### src/rtl/rf_rdport_arb_pkg.sv
// Shared widths, constants and FSM encoding for the register-file read-port arbiter.
package rf_rdport_arb_pkg;

  localparam int unsigned RADDR_WIDTH = 5;
  localparam int unsigned RDATA_WIDTH = 32;

  localparam logic [RADDR_WIDTH-1:0] ZERO_REG     = '0;
  localparam logic [RDATA_WIDTH-1:0] ZERO         = '0;
  localparam logic                   READ_ENABLE  = 1'b1;
  localparam logic                   READ_DISABLE = 1'b0;

  typedef enum logic [1:0] {
    RF_ARB_IDLE = 2'b00,
    RF_ARB_RD1  = 2'b01,
    RF_ARB_RD2  = 2'b10,
    RF_ARB_DBG  = 2'b11
  } rf_arb_state_e;

endpackage

### src/rtl/rf_arb_age_cnt.sv
// Saturating age counter: how long a pending debug read has been losing arbitration.
module rf_arb_age_cnt #(
  parameter int unsigned MAX_WAIT = 8
) (
  input  logic clk,
  input  logic rst_n,
  input  logic inc,
  input  logic clr,
  output logic sat
);

  localparam int unsigned W = $clog2(MAX_WAIT + 1);

  logic [W-1:0] age;

  assign sat = (age == W'(MAX_WAIT));

  always_ff @(posedge clk or negedge rst_n) begin
    if (!rst_n) begin
      age <= '0;
    end else if (clr) begin
      age <= '0;
    end else if (inc && !sat) begin
      age <= age + W'(1);
    end
  end

endmodule

### src/rtl/rf_rdport_arb.sv
// Shares the single regfile read port between decode (rs1/rs2, serialised) and debug reads.
module rf_rdport_arb
  import rf_rdport_arb_pkg::*;
#(
  parameter int unsigned DBG_MAX_WAIT = 8
) (
  input  logic                   clk,
  input  logic                   rst_n,
  input  logic                   id_req_i,
  input  logic                   id_reg1_re_i,
  input  logic [RADDR_WIDTH-1:0] id_reg1_raddr_i,
  input  logic                   id_reg2_re_i,
  input  logic [RADDR_WIDTH-1:0] id_reg2_raddr_i,
  output logic                   id_ready_o,
  output logic                   id_rvalid_o,
  output logic [RDATA_WIDTH-1:0] id_reg1_rdata_o,
  output logic [RDATA_WIDTH-1:0] id_reg2_rdata_o,
  input  logic                   flush_i,
  input  logic                   dbg_req_i,
  input  logic [RADDR_WIDTH-1:0] dbg_raddr_i,
  output logic                   dbg_gnt_o,
  output logic                   dbg_rvalid_o,
  output logic [RDATA_WIDTH-1:0] dbg_rdata_o,
  output logic                   rf_re_o,
  output logic [RADDR_WIDTH-1:0] rf_raddr_o,
  input  logic [RDATA_WIDTH-1:0] rf_rdata_i
);

  rf_arb_state_e          state;
  logic [RADDR_WIDTH-1:0] reg1_raddr_q;
  logic [RADDR_WIDTH-1:0] reg2_raddr_q;
  logic                   reg2_need_q;
  logic [RADDR_WIDTH-1:0] dbg_raddr_q;
  logic [RDATA_WIDTH-1:0] op1_q;

  logic age_sat;
  logic is_idle;
  logic dbg_win;
  logic id_accept;
  logic reg1_need;
  logic reg2_need;

  assign is_idle   = (state == RF_ARB_IDLE);
  assign dbg_win   = is_idle & dbg_req_i & (~id_req_i | age_sat);
  // Handshakes are gated by rst_n so that every output reads 0 while reset is held.
  assign id_ready_o = rst_n & is_idle & ~dbg_win & ~flush_i;
  assign dbg_gnt_o  = rst_n & dbg_win;
  assign id_accept  = id_req_i & id_ready_o;
  assign reg1_need  = id_reg1_re_i & (id_reg1_raddr_i != ZERO_REG);
  assign reg2_need  = id_reg2_re_i & (id_reg2_raddr_i != ZERO_REG);

  rf_arb_age_cnt #(
    .MAX_WAIT (DBG_MAX_WAIT)
  ) u_age (
    .clk   (clk),
    .rst_n (rst_n),
    .inc   (dbg_req_i & ~dbg_gnt_o),
    .clr   (dbg_gnt_o),
    .sat   (age_sat)
  );

  always_comb begin
    rf_re_o    = READ_DISABLE;
    rf_raddr_o = ZERO_REG;
    unique case (state)
      RF_ARB_RD1: begin rf_re_o = READ_ENABLE; rf_raddr_o = reg1_raddr_q; end
      RF_ARB_RD2: begin rf_re_o = READ_ENABLE; rf_raddr_o = reg2_raddr_q; end
      RF_ARB_DBG: begin rf_re_o = READ_ENABLE; rf_raddr_o = dbg_raddr_q;  end
      default: ;
    endcase
  end

  always_ff @(posedge clk or negedge rst_n) begin
    if (!rst_n) begin
      state           <= RF_ARB_IDLE;
      reg1_raddr_q    <= ZERO_REG;
      reg2_raddr_q    <= ZERO_REG;
      reg2_need_q     <= 1'b0;
      dbg_raddr_q     <= ZERO_REG;
      op1_q           <= ZERO;
      id_rvalid_o     <= 1'b0;
      id_reg1_rdata_o <= ZERO;
      id_reg2_rdata_o <= ZERO;
      dbg_rvalid_o    <= 1'b0;
      dbg_rdata_o     <= ZERO;
    end else begin
      id_rvalid_o  <= 1'b0;
      dbg_rvalid_o <= 1'b0;
      unique case (state)
        RF_ARB_IDLE: begin
          if (dbg_win) begin
            dbg_raddr_q <= dbg_raddr_i;
            state       <= RF_ARB_DBG;
          end else if (id_accept) begin
            reg1_raddr_q <= id_reg1_raddr_i;
            reg2_raddr_q <= id_reg2_raddr_i;
            reg2_need_q  <= reg2_need;
            // op1 defaults to ZERO so an rs2-only request can go straight to RD2.
            op1_q        <= ZERO;
            if (reg1_need) begin
              state <= RF_ARB_RD1;
            end else if (reg2_need) begin
              state <= RF_ARB_RD2;
            end else begin
              id_rvalid_o     <= 1'b1;
              id_reg1_rdata_o <= ZERO;
              id_reg2_rdata_o <= ZERO;
            end
          end
        end
        RF_ARB_RD1: begin
          if (flush_i) begin
            state <= RF_ARB_IDLE;
          end else if (reg2_need_q) begin
            op1_q <= rf_rdata_i;
            state <= RF_ARB_RD2;
          end else begin
            id_rvalid_o     <= 1'b1;
            id_reg1_rdata_o <= rf_rdata_i;
            id_reg2_rdata_o <= ZERO;
            state           <= RF_ARB_IDLE;
          end
        end
        RF_ARB_RD2: begin
          if (!flush_i) begin
            id_rvalid_o     <= 1'b1;
            id_reg1_rdata_o <= op1_q;
            id_reg2_rdata_o <= rf_rdata_i;
          end
          state <= RF_ARB_IDLE;
        end
        RF_ARB_DBG: begin
          dbg_rvalid_o <= 1'b1;
          dbg_rdata_o  <= (dbg_raddr_q == ZERO_REG) ? ZERO : rf_rdata_i;
          state        <= RF_ARB_IDLE;
        end
        default: state <= RF_ARB_IDLE;
      endcase
    end
  end

endmodule

### config.mk
export PLATFORM = sky130hd
export DESIGN_NAME = rf_rdport_arb
export DESIGN_NICKNAME = d
export VERILOG_FILES = /design/src/rtl/rf_rdport_arb_pkg.sv /design/src/rtl/rf_arb_age_cnt.sv /design/src/rtl/rf_rdport_arb.sv
export SDC_FILE = /design/constraint.sdc
export NUM_CORES = 1
export LEC_CHECK = 0
export BUFFER_PORTS_ARGS = -buffer_cell sky130_fd_sc_hd__buf_2
export CAP_MARGIN = 25
export CORE_AREA = 2 2 134 136
export DETAILED_ROUTE_END_ITERATION = 6
export DIE_AREA = 0 0 136 138
export PLACE_DENSITY_LB_ADDON = 0.25
export SLEW_MARGIN = 20
export SYNTH_ARGS = -nofsm -noshare
export SYNTH_HDL_FRONTEND = slang
export SYNTH_HIERARCHICAL = 1
export SYNTH_SLANG_ARGS = --single-unit
### constraint.sdc
create_clock -name clk -period 2.9 [get_ports clk]
set_clock_uncertainty 0.15 [all_clocks]
set_input_delay 0.145 -clock clk [delete_from_list [all_inputs] [get_ports clk]]
set_output_delay 0.145 -clock clk [all_outputs]
set_load 0.03 [all_outputs]
==> results.cfg, run 1 <==
[sta]
hold_viol_final = 0
tightestPinTransition_ns = 0.946
period_needed_ns = 2.53
rsz0062_at_grt = no
finalCritPeriodShare = 0.872
max_freq_ghz = 0.395
finalSetupTns_ns = 0
slew_headroom = 0.368
maxSlewViolCount = 0
setup_ws_ns = 0.370
finalSetupViolations = 0

[synthesis]
syn_nets = 674
synth_area_leaders = dfrtp_1 (56%), a32o_1 (4.7%), mux2_2 (4.5%), nand2_1 (4.4%), and2_1 (4.2%)
yosys_warnings = 6
yosysTopAreaCell = dfrtp_1
synth_top_area_share = 0.559
avgSynthCellArea_um2 = 11.1
netlist_area_um2 = 6800
synthCells = 614
ys_seq_area_frac = 0.559
ys_ff_latch = 152
synth_cell_types = 39

[clock_tree]
postCtsSetupRepairBufs = 0
postCtsResizedCells = 0
cts_buffer_depth = 2
clock-sinks = 152
cts_max_level = 4
clk_pin_slew_ns = 0.06
cts_made_buffers = 17
clk_latency_ns = 0.43
cts_root_buffer = clkbuf_16
tritoncts = built

[die]
pin_count = 160
die_h_um = 138
chipWidth_um = 136
die-area_um2 = 18800
rows = 49
start_util = 0.388
core-area_um2 = 17500

[power]
ir_drop_mv = 0.551
power_frac_comb = 0.445
seqPwrFrac = 0.330
power.internal_mw = 6.06
switching_share = 0.425
pwr-share-clk = 0.225
p_per_area_nw_per_um2 = 1170
p_total_mw = 10.5
switchingPower_mw = 4.48
power.leakage_nw = 4.35

[cells_and_area]
fillCellCount = 1570
final_common_cell = buf_2
final_cell_mix = buf_2 (158), dfrtp_1 (152), nand2_1 (80), dlygate4sd3_1 (50), inv_1 (49)
diodes = 0
layout.cells.non_filler = 1055
drive_gt1_frac = 0.294
area_growth_pct = 31.9
design_area_um2 = 8970
layout.nets = 874

[global_route]
grt_pass1_vias = 5713
antenna_found_initial = 0
grt_overflow_total = 0
grt_pass1_wl_um = 31400
grt_max_degree = 65
grt_use_total = 0.215

[hold_path]
min-delay-start = flush_i
hold_end = id_rvalid_o
min_path_cells = 4
hp-class = in2reg

[drt]
firstDrtPassIters = 5
vias = 5600
wire_per_inst_um = 18.5
drt-initial-drc-count = 452
finalWirelength_um = 19500
post-route-drc-count = 0
postRouteAntennaNets = 0
vias_per_cell = 5.31

[critical_path]
cp_common_cell = buf_4
cp_slowest_cell = buf_4
r2r_start = state[1]
worstPathRequired_ns = 3.10
rr_worst_depth = 7
cp_slowest_stage_delay_ns = 0.56
arrival_ns = 2.73
crit_chain = inv_1 -> ha_1 -> buf_4 -> a21oi_4 -> o2111ai_4 -> buf_4 -> a32o_1
critPathKind = reg2reg
rrSetupSlack_ns = 0.37
r2r-end = id_reg2_rdata_o[3]
cp-end-kind = register
startpoint_type = register
critPathMaxFanout = 64

[place]
dp_slack_ns = 0.412
post_dp_cell_area_um2 = 7840
gp_congestion = 0.844
place_inst = 974
portBuffers = 159
dp_hpwl_um = 13000

[run_status]
outcome = finished clean

[flow_run]
drv_cap = 0
==> state kept, by name, indices dropped and copies added, names as in the netlist, 4 cells and up <==
| signal | flops |
|---|---|
| dbg_raddr_q | 5 |
| op1_q | 32 |
| reg1_raddr_q | 5 |
| id_reg1_rdata_o | 32 |
| id_reg2_rdata_o | 32 |
| u_age/age | 4 |
| dbg_rdata_o | 32 |
| reg2_raddr_q | 5 |
==> kinds of logic (layout without fill, tap and decap cells) <==
| logic type | after synthesis | after routing | synth area share |
|---|---|---|---|
| compound gates | 165 | 165 | 0.190 |
| simple gates | 155 | 155 | 0.112 |
| buf+inv | 96 | 308 | 0.0635 |
| flops | 152 | 152 | 0.559 |
| fa+ha+maj | 6 | 6 | 0.0110 |
| xor+xnor | 1 | 1 | 0.00129 |
| mux | 39 | 39 | 0.0631 |
==> cells in the mapped netlist (all sizes together) <==
| library cell | n |
|---|---|
| inv | 49 |
| clkbuf | 32 |
| or3b | 1 |
| o2111ai | 1 |
| o21a | 3 |
| o2bb2ai | 32 |
| a31o | 1 |
| nor3 | 1 |
| nand3 | 2 |
| a32o | 32 |
| o211ai | 13 |
| and2 | 46 |
| a211o | 1 |
| and3b | 1 |
| or4 | 3 |
| nand2 | 80 |
| a21oi | 7 |
| buf | 15 |
| o221ai | 22 |
| ha | 6 |
| mux2 | 28 |
| xor2 | 1 |
| nor2 | 10 |
| mux2i | 11 |
| nor2b | 2 |
| o22ai | 1 |
| a222oi | 5 |
| nand4 | 1 |
| nand2b | 5 |
| dfrtp | 152 |
| nor3b | 1 |
| a31oi | 1 |
| and3 | 2 |
| o21ai | 46 |
==> worst max-delay path, delay by kind of cell (launching register included) <==
family,cells,cell delay (ns)
DFF,1,0.41
adders and majority gates,1,0.38
AOI/OAI and AO/OA,3,0.48
buffers and inverters,3,0.95
==> metal layers <==
| metal | vias to the layer above | GRT usage | routed length, µm |
|---|---|---|---|
| met2 | 179 | 0.338 | 9480 |
| met1 | 2822 | 0.294 | 8620 |
| met5 | - | 0 | 0 |
| met4 | 0 | 0.0735 | 295 |
| li1 | 2579 | - | - |
| met3 | 20 | 0.0477 | 1090 |
==> area by class of cell <==
class                           instances  area, µm²  area share
Clock buffer                           24        492      0.0548
Clock inverter                          7        139      0.0155
Timing Repair Buffer                  228       1470       0.164
Inverter                               49        184      0.0205
Multi-Input combinational cell        366       2600       0.289
Tap cell                              229        287      0.0319
Sequential cell                       152       3800       0.424
==> how the worst max path moves through the flow <==
stage | to | startpoint | depth (start not counted) | slack, ns
finish | id_reg2_rdata_o[3] | state[1] | 7 | 0.37
global route | id_reg1_rdata_o[8] | state[1] | 7 | 0.22
CTS | id_reg2_rdata_o[3] | state[1] | 7 | 0.39
detailed placement | id_reg2_rdata_o[14] | state[1] | 7 | 0.41
global placement | id_reg2_rdata_o[21] | state[1] | 7 | 0.53
floorplan | u_age/age[0] | state[0] | 9 | 0.22
==> through the flow <==
step,hold slack (ns),utilization
after floorplan,-0.301,-
after global placement,-0.170,0.447
after detailed placement,-0.170,0.447
after CTS,0.00845,0.512
after global routing,0.0470,0.512
final,0.0333,0.512
==> power groups by stage <==
stage / sequential (mW) / combinational (mW) / clock (mW)
6_report: 3.48 / 4.69 / 2.38
5_1_grt: 3.57 / 5.06 / 2.51
4_1_cts: 3.47 / 4.72 / 2.42
3_5_place_dp: 3.49 / 4.64 / 0
3_3_place_gp: 3.46 / 4.52 / 0
2_1_floorplan: 4.47 / 2.23 / 0
==> what timing repair did <==
action / in CTS / in global routing
hold endpoints to repair: 253 / 0
hold buffers: 50 / 0
endpoints found under the setup margin: 0 / 0
No activity file was read; power rests on OpenSTA's default activity.
==> inputs of run 2 (changes only) <==
--- a/config.mk
+++ b/config.mk
@@ -7,9 +7,9 @@
 export LEC_CHECK = 0
 export BUFFER_PORTS_ARGS = -buffer_cell sky130_fd_sc_hd__buf_2
 export CAP_MARGIN = 25
-export CORE_AREA = 2 2 134 136
+export CORE_AREA = 10 10 142 144
 export DETAILED_ROUTE_END_ITERATION = 6
-export DIE_AREA = 0 0 136 138
+export DIE_AREA = 0 0 152 154
 export PLACE_DENSITY_LB_ADDON = 0.25
 export SLEW_MARGIN = 20
 export SYNTH_ARGS = -nofsm -noshare
==> run 2 against run 1 <==
Sequential power is essentially flat. Final area shrank 0.91%. Largest cell class unchanged. Register-to-register slack gained 0.15 ns.
==> results.cfg, run 2 (synthesis gave the netlist of run 1 again) <==
[run_status]
outcome = finished clean

[critical_path]
r2r_start = state[0]
cp-end-kind = register
rrSetupSlack_ns = 0.52
startpoint_type = register
r2r-end = id_reg1_rdata_o[30]
crit_buf_inv = 2
arrival_ns = 2.57
cp_slowest_cell = dfrtp_1
rr_worst_depth = 7
worstPathRequired_ns = 3.09
cp_slowest_stage_delay_ns = 0.42
critPathMaxFanout = 22
cpLargestDelayFamily = compound AO/OA/AOI/OAI gates
critPathKind = reg2reg
crit_chain = inv_1 -> ha_1 -> nand2b_1 -> a21oi_4 -> buf_4 -> o221ai_1 -> o2bb2ai_1

[hold_path]
min_path_cells = 3
min-delay-start = id_reg2_re_i
hp-class = in2reg
hold_end = reg2_need_q

[global_route]
grt_use_total = 0.175
grt_pass1_vias = 6015
grt_max_degree = 132
antenna_found_initial = 0
grt_pass1_wl_um = 33500
grt_overflow_total = 0

[sta]
finalCritPeriodShare = 0.821
finalSetupViolations = 0
max_freq_ghz = 0.420
slew_headroom = 0.376
setup_ws_ns = 0.519
finalSetupTns_ns = 0
period_needed_ns = 2.38
tightestPinTransition_ns = 0.934
maxSlewViolCount = 0
rsz0062_at_grt = no
hold_viol_final = 0

[clock_tree]
clock-sinks = 152
cts_root_buffer = clkbuf_16
cts_buffer_depth = 2
clk_latency_ns = 0.42
cts_made_buffers = 17
cts_max_level = 4
clk_pin_slew_ns = 0.06
tritoncts = built

[drt]
post-route-drc-count = 0
firstDrtPassIters = 6
vias = 5618
drt-initial-drc-count = 412
postRouteAntennaNets = 0
wire_per_inst_um = 19.4
vias_per_cell = 5.36
finalWirelength_um = 20300

[cells_and_area]
fillCellCount = 1577
final_cell_mix = buf_2 (159), dfrtp_1 (152), nand2_1 (80), inv_1 (49), dlygate4sd3_1 (49)
seq_area_um2 = 3800
multi_input_area_um2 = 2600
design_area_um2 = 8890
layout.nets = 874
area_growth_pct = 30.7
final_common_cell = buf_2
drive_gt1_frac = 0.296
diodes = 0

[power]
power.leakage_nw = 4.31
p_total_mw = 10.3
ir_drop_mv = 0.617
p_per_area_nw_per_um2 = 1160

[die]
chipWidth_um = 152
core-area_um2 = 17200
die-area_um2 = 23400
start_util = 0.396
pin_count = 160
die_h_um = 154
rows = 48

[place]
portBuffers = 159
dp_slack_ns = 0.568
dp_hpwl_um = 14100
post_dp_cell_area_um2 = 7840
gp_congestion = 0.878

[flow_run]
drv_cap = 0
## run 2: worst max-delay path by stage
stage / from / endpoint / cells after the start
floorplan: state[0] / u_age/age[0] / 9
global placement: state[0] / id_reg1_rdata_o[30] / 7
detailed placement: state[1] / op1_q[20] / 8
CTS: u_age/age[0] / dbg_gnt_o / 8
global route: state[0] / id_reg1_rdata_o[30] / 7
finish: state[0] / id_reg1_rdata_o[30] / 7
## run 2: cell type report
| cell class | count | area share |
|---|---|---|
| Clock buffer | 20 | 0.0514 |
| Tap cell | 225 | 0.0317 |
| Sequential cell | 152 | 0.428 |
| Timing Repair Buffer | 228 | 0.165 |
| Clock inverter | 8 | 0.0113 |
| Multi-Input combinational cell | 366 | 0.292 |
| Inverter | 49 | 0.0207 |
## run 2: metrics by stage
step / util / hold WS, ns / instances
finish: 0.518 / 0.0471 / 1048
floorplan: - / -0.301 / 614
CTS: 0.518 / 0.0384 / 1048
global route: 0.518 / 0.0750 / 1048
detailed placement: 0.456 / -0.135 / 970
global placement: 0.456 / -0.137 / 970
## run 2: power by group
group          switching [mW]  internal (mW)
clock network           0.836           1.29
logic                    3.16           1.56
registers               0.497           2.98
total                    4.49           5.82
## run 2: worst min-delay path: stages
cell and delay [ns]:
buf_2 0.12, o21ai_0 0.20, o21ai_0 0.11
## run 2: what timing repair did
action | 4_1_cts | 5_1_grt
buffers inserted | 0 | 0
resized for setup | 0 | 0
hold buffers | 50 | 0
endpoints found under the hold margin | 254 | 0
## run 2: layer usage
metal  vias up  GRT usage  wire length [µm]
met3        43     0.0485               980
met1      2817      0.215              8910
met2       174      0.283              9820
li1       2584          -                 -
met5         -          0                 0
met4         0     0.0743               584
==> inputs of run 3 (changes only) <==
--- a/config.mk
+++ b/config.mk
@@ -5,11 +5,12 @@
 export SDC_FILE = /design/constraint.sdc
 export NUM_CORES = 1
 export LEC_CHECK = 0
+export ABC_AREA = 1
 export BUFFER_PORTS_ARGS = -buffer_cell sky130_fd_sc_hd__buf_2
 export CAP_MARGIN = 25
-export CORE_AREA = 10 10 142 144
+export CORE_AREA = 10 10 146 148
 export DETAILED_ROUTE_END_ITERATION = 6
-export DIE_AREA = 0 0 152 154
+export DIE_AREA = 0 0 156 158
 export PLACE_DENSITY_LB_ADDON = 0.25
 export SLEW_MARGIN = 20
 export SYNTH_ARGS = -nofsm -noshare
==> constraint.sdc (replaced) <==
create_clock -name clk -period 2.2 [get_ports clk]
set_clock_uncertainty 0.15 [all_clocks]
set_input_delay 0.11 -clock clk [delete_from_list [all_inputs] [get_ports clk]]
set_output_delay 0.11 -clock clk [all_outputs]
set_load 0.03 [all_outputs]
==> run 3 against run 2 <==
Sequential share of layout area decreased by 2.7 points. Final area rose by 6.9%. Critical path depth is the same. Largest power group unchanged. Power is 51% higher. Largest cell class unchanged. First-iteration DRC count decreased by 5.1%. Core utilization down 0.28 points. Cell count is 28% higher. Sequential cell count stayed put. Synthesized cell count up 45%.
==> results.cfg, run 3 <==
[run_status]
outcome = finished clean

[clock_tree]
clk_latency_ns = 0.42
clock-sinks = 152
cts_max_level = 4
clk_pin_slew_ns = 0.06
cts_root_buffer = clkbuf_16
cts_buffer_depth = 2
tritoncts = built
cts_made_buffers = 17

[flow_run]
drv_cap = 0

[global_route]
met2_usage = 0.291
grt_pass1_vias = 6490
grt_overflow_total = 0
grt_max_degree = 153
grt_pass1_wl_um = 34900
antenna_found_initial = 0
busiest_layer = met2
grtUsageMet1 = 0.222
gr-usage-met3 = 0.0518
grt_use_total = 0.177

[die]
start_util = 0.391
rows = 50
die_h_um = 158
chipWidth_um = 156
die-area_um2 = 24600
pin_count = 160
core-area_um2 = 18500

[drt]
vias_per_cell = 4.87
drt-initial-drc-count = 391
finalWirelength_um = 21400
vias = 6539
post-route-drc-count = 0
firstDrtPassIters = 4
postRouteAntennaNets = 0
wire_per_inst_um = 16.0

[sta]
rsz0062_at_grt = yes
tightestPinTransition_ns = 0.826
hold_viol_final = 0
finalSetupViolations = 0
slew_headroom = 0.449
finalCritPeriodShare = 0.960
maxSlewViolCount = 0
period_needed_ns = 2.11
max_freq_ghz = 0.474
finalSetupTns_ns = 0

[critical_path]
critPathKind = reg2out
r2r-end = op1_q[25]
worstPathRequired_ns = 1.94
critPathMaxFanout = 7
startpoint_type = register
r2r_start = state[1]
cp-end-kind = primary output
arrival_ns = 1.85
rr_worst_depth = 9
rrSetupSlack_ns = 0.11

[synthesis]
avgSynthCellArea_um2 = 8.11
netlist_area_um2 = 7220
synth_async_sr_flop_share = 1.00
syn_nets = 951
synthTopCellsByCount = nand2_1 (321), dfrtp_1 (152), inv_1 (94)
synth_compound_area_frac = 0.0809
ys_ff_latch = 152
synth_top_area_share = 0.527
synth_edf_count = 0
synth_cell_types = 27
yosys_warnings = 6
synth_ff_type = dfrtp_1
synth_area_leaders = dfrtp_1 (53%), nand2_1 (17%), nand4_1 (5.8%), inv_1 (4.9%), o21ai_1 (3.1%)
synthSimpleGateAreaFrac = 0.280
yosysTopAreaCell = dfrtp_1
synth.mux.area_fraction = 0
synth_top_family_by_area = simple AND/OR/NAND/NOR gates
synthCells = 891
yosysMostFrequentCell = nand2_1
synthXorXnorAreaFrac = 0
ys_seq_area_frac = 0.527
synthAdderAreaFrac = 0.0104

[cells_and_area]
final_cell_mix = nand2_1 (320), buf_2 (157), dfrtp_1 (152), inv_1 (91), nand4_1 (67)
diodes = 0
drive_gt1_frac = 0.220
layout.nets = 1156
fillCellCount = 1721
area_growth_pct = 31.5
design_area_um2 = 9500
final_common_cell = nand2_1

[power]
p_per_area_nw_per_um2 = 1640
power.leakage_nw = 5.16
ir_drop_mv = 0.866

[hold_path]
min-delay-start = id_req_i
min_path_cells = 6
hold_end = state[0]
hp-class = in2reg

[place]
portBuffers = 159
dp_hpwl_um = 13900
gp_congestion = 0.767
post_dp_cell_area_um2 = 8210
[run 3: cell count changes after synthesis, sizes merged, moves of 22 or more]
cell,change
buf,+28
nand2,+247
o21ai,+33
inv,+48
nand3,+42
a21oi,+27
o2bb2ai,-32
and2,-46
o221ai,-22
mux2,-28
nand4,+67
a32o,-32
[run 3: kinds of logic (layout without fill, tap and decap cells)]
group	Yosys count	count (layout)
compound gates	116	116
fa+ha+maj	6	6
buf+inv	159	377
flops	152	152
simple gates	458	458
[run 3: area by class of cell]
type | instances | area [µm²] | share of cell area
flip-flops and latches | 152 | 3800 | 0.400
multi-input cells | 580 | 2750 | 0.289
repair buffers | 248 | 1700 | 0.179
clock buffers | 22 | 494 | 0.0520
inverters | 97 | 372 | 0.0391
well taps | 234 | 293 | 0.0308
clock inverters | 10 | 90.1 | 0.00948
[run 3: where the power goes]
part	leakage (nW)	internal (mW)	total [mW]	switching [mW]
logic	2.87	2.29	7.94	5.66
clock network	0.285	1.71	2.87	1.17
registers	2.01	4.09	4.80	0.707
[run 3: critical path, stage by stage, from the launching register on]
cell        delay [ns]
dfrtp_1           0.37
inv_1             0.15
ha_4              0.22
buf_4             0.17
clkinvlp_4        0.17
nand2_1           0.13
inv_1             0.05
buf_2             0.17
[run 3: timing repair]
item	4_1_cts	5_1_grt
hold buffers	57	0
pin swaps	1	2
endpoints found under the hold margin	295	0
endpoints found under the setup margin	7	85
gates resized for setup	6	12
buffers inserted	3	3
[run 3: worst max-delay path by stage]
stage                 start                 end  slack, ns  cells past startpoint
2_1_floorplan  u_age/age[0]        u_age/age[0]        0.1                     11
3_3_place_gp       state[0]           op1_q[28]       0.07                      9
3_5_place_dp   u_age/age[0]  id_reg1_rdata_o[8]       0.06                     13
4_1_cts            state[0]       rf_raddr_o[1]      0.004                      7
5_1_grt            state[1]       rf_raddr_o[1]      -0.01                      7
6_report           state[1]       rf_raddr_o[1]       0.09                      7
[run 3: layer usage]
layer / wire length (µm) / vias to the layer above
met5: 0 / -
met4: 173 / 0
met3: 1340 / 14
met2: 10500 / 163
met1: 9420 / 3088
li1: - / 3274
[run 3: metrics by stage]
| stage | hold slack, ns | instances | total power, mW | util | worst slack (ns) |
|---|---|---|---|---|---|
| final | 0.118 | 1343 | 15.6 | 0.515 | 0.0889 |
| after global routing | 0.152 | 1343 | 16.7 | 0.515 | -0.0118 |
| after floorplan | -0.336 | 891 | 10.2 | - | 0.0991 |
| after CTS | 0.158 | 1340 | 15.6 | 0.510 | 0.00407 |
| after global placement | 0.166 | 1248 | 12.4 | 0.445 | 0.0715 |
| after detailed placement | 0.164 | 1248 | 12.5 | 0.445 | 0.0560 |
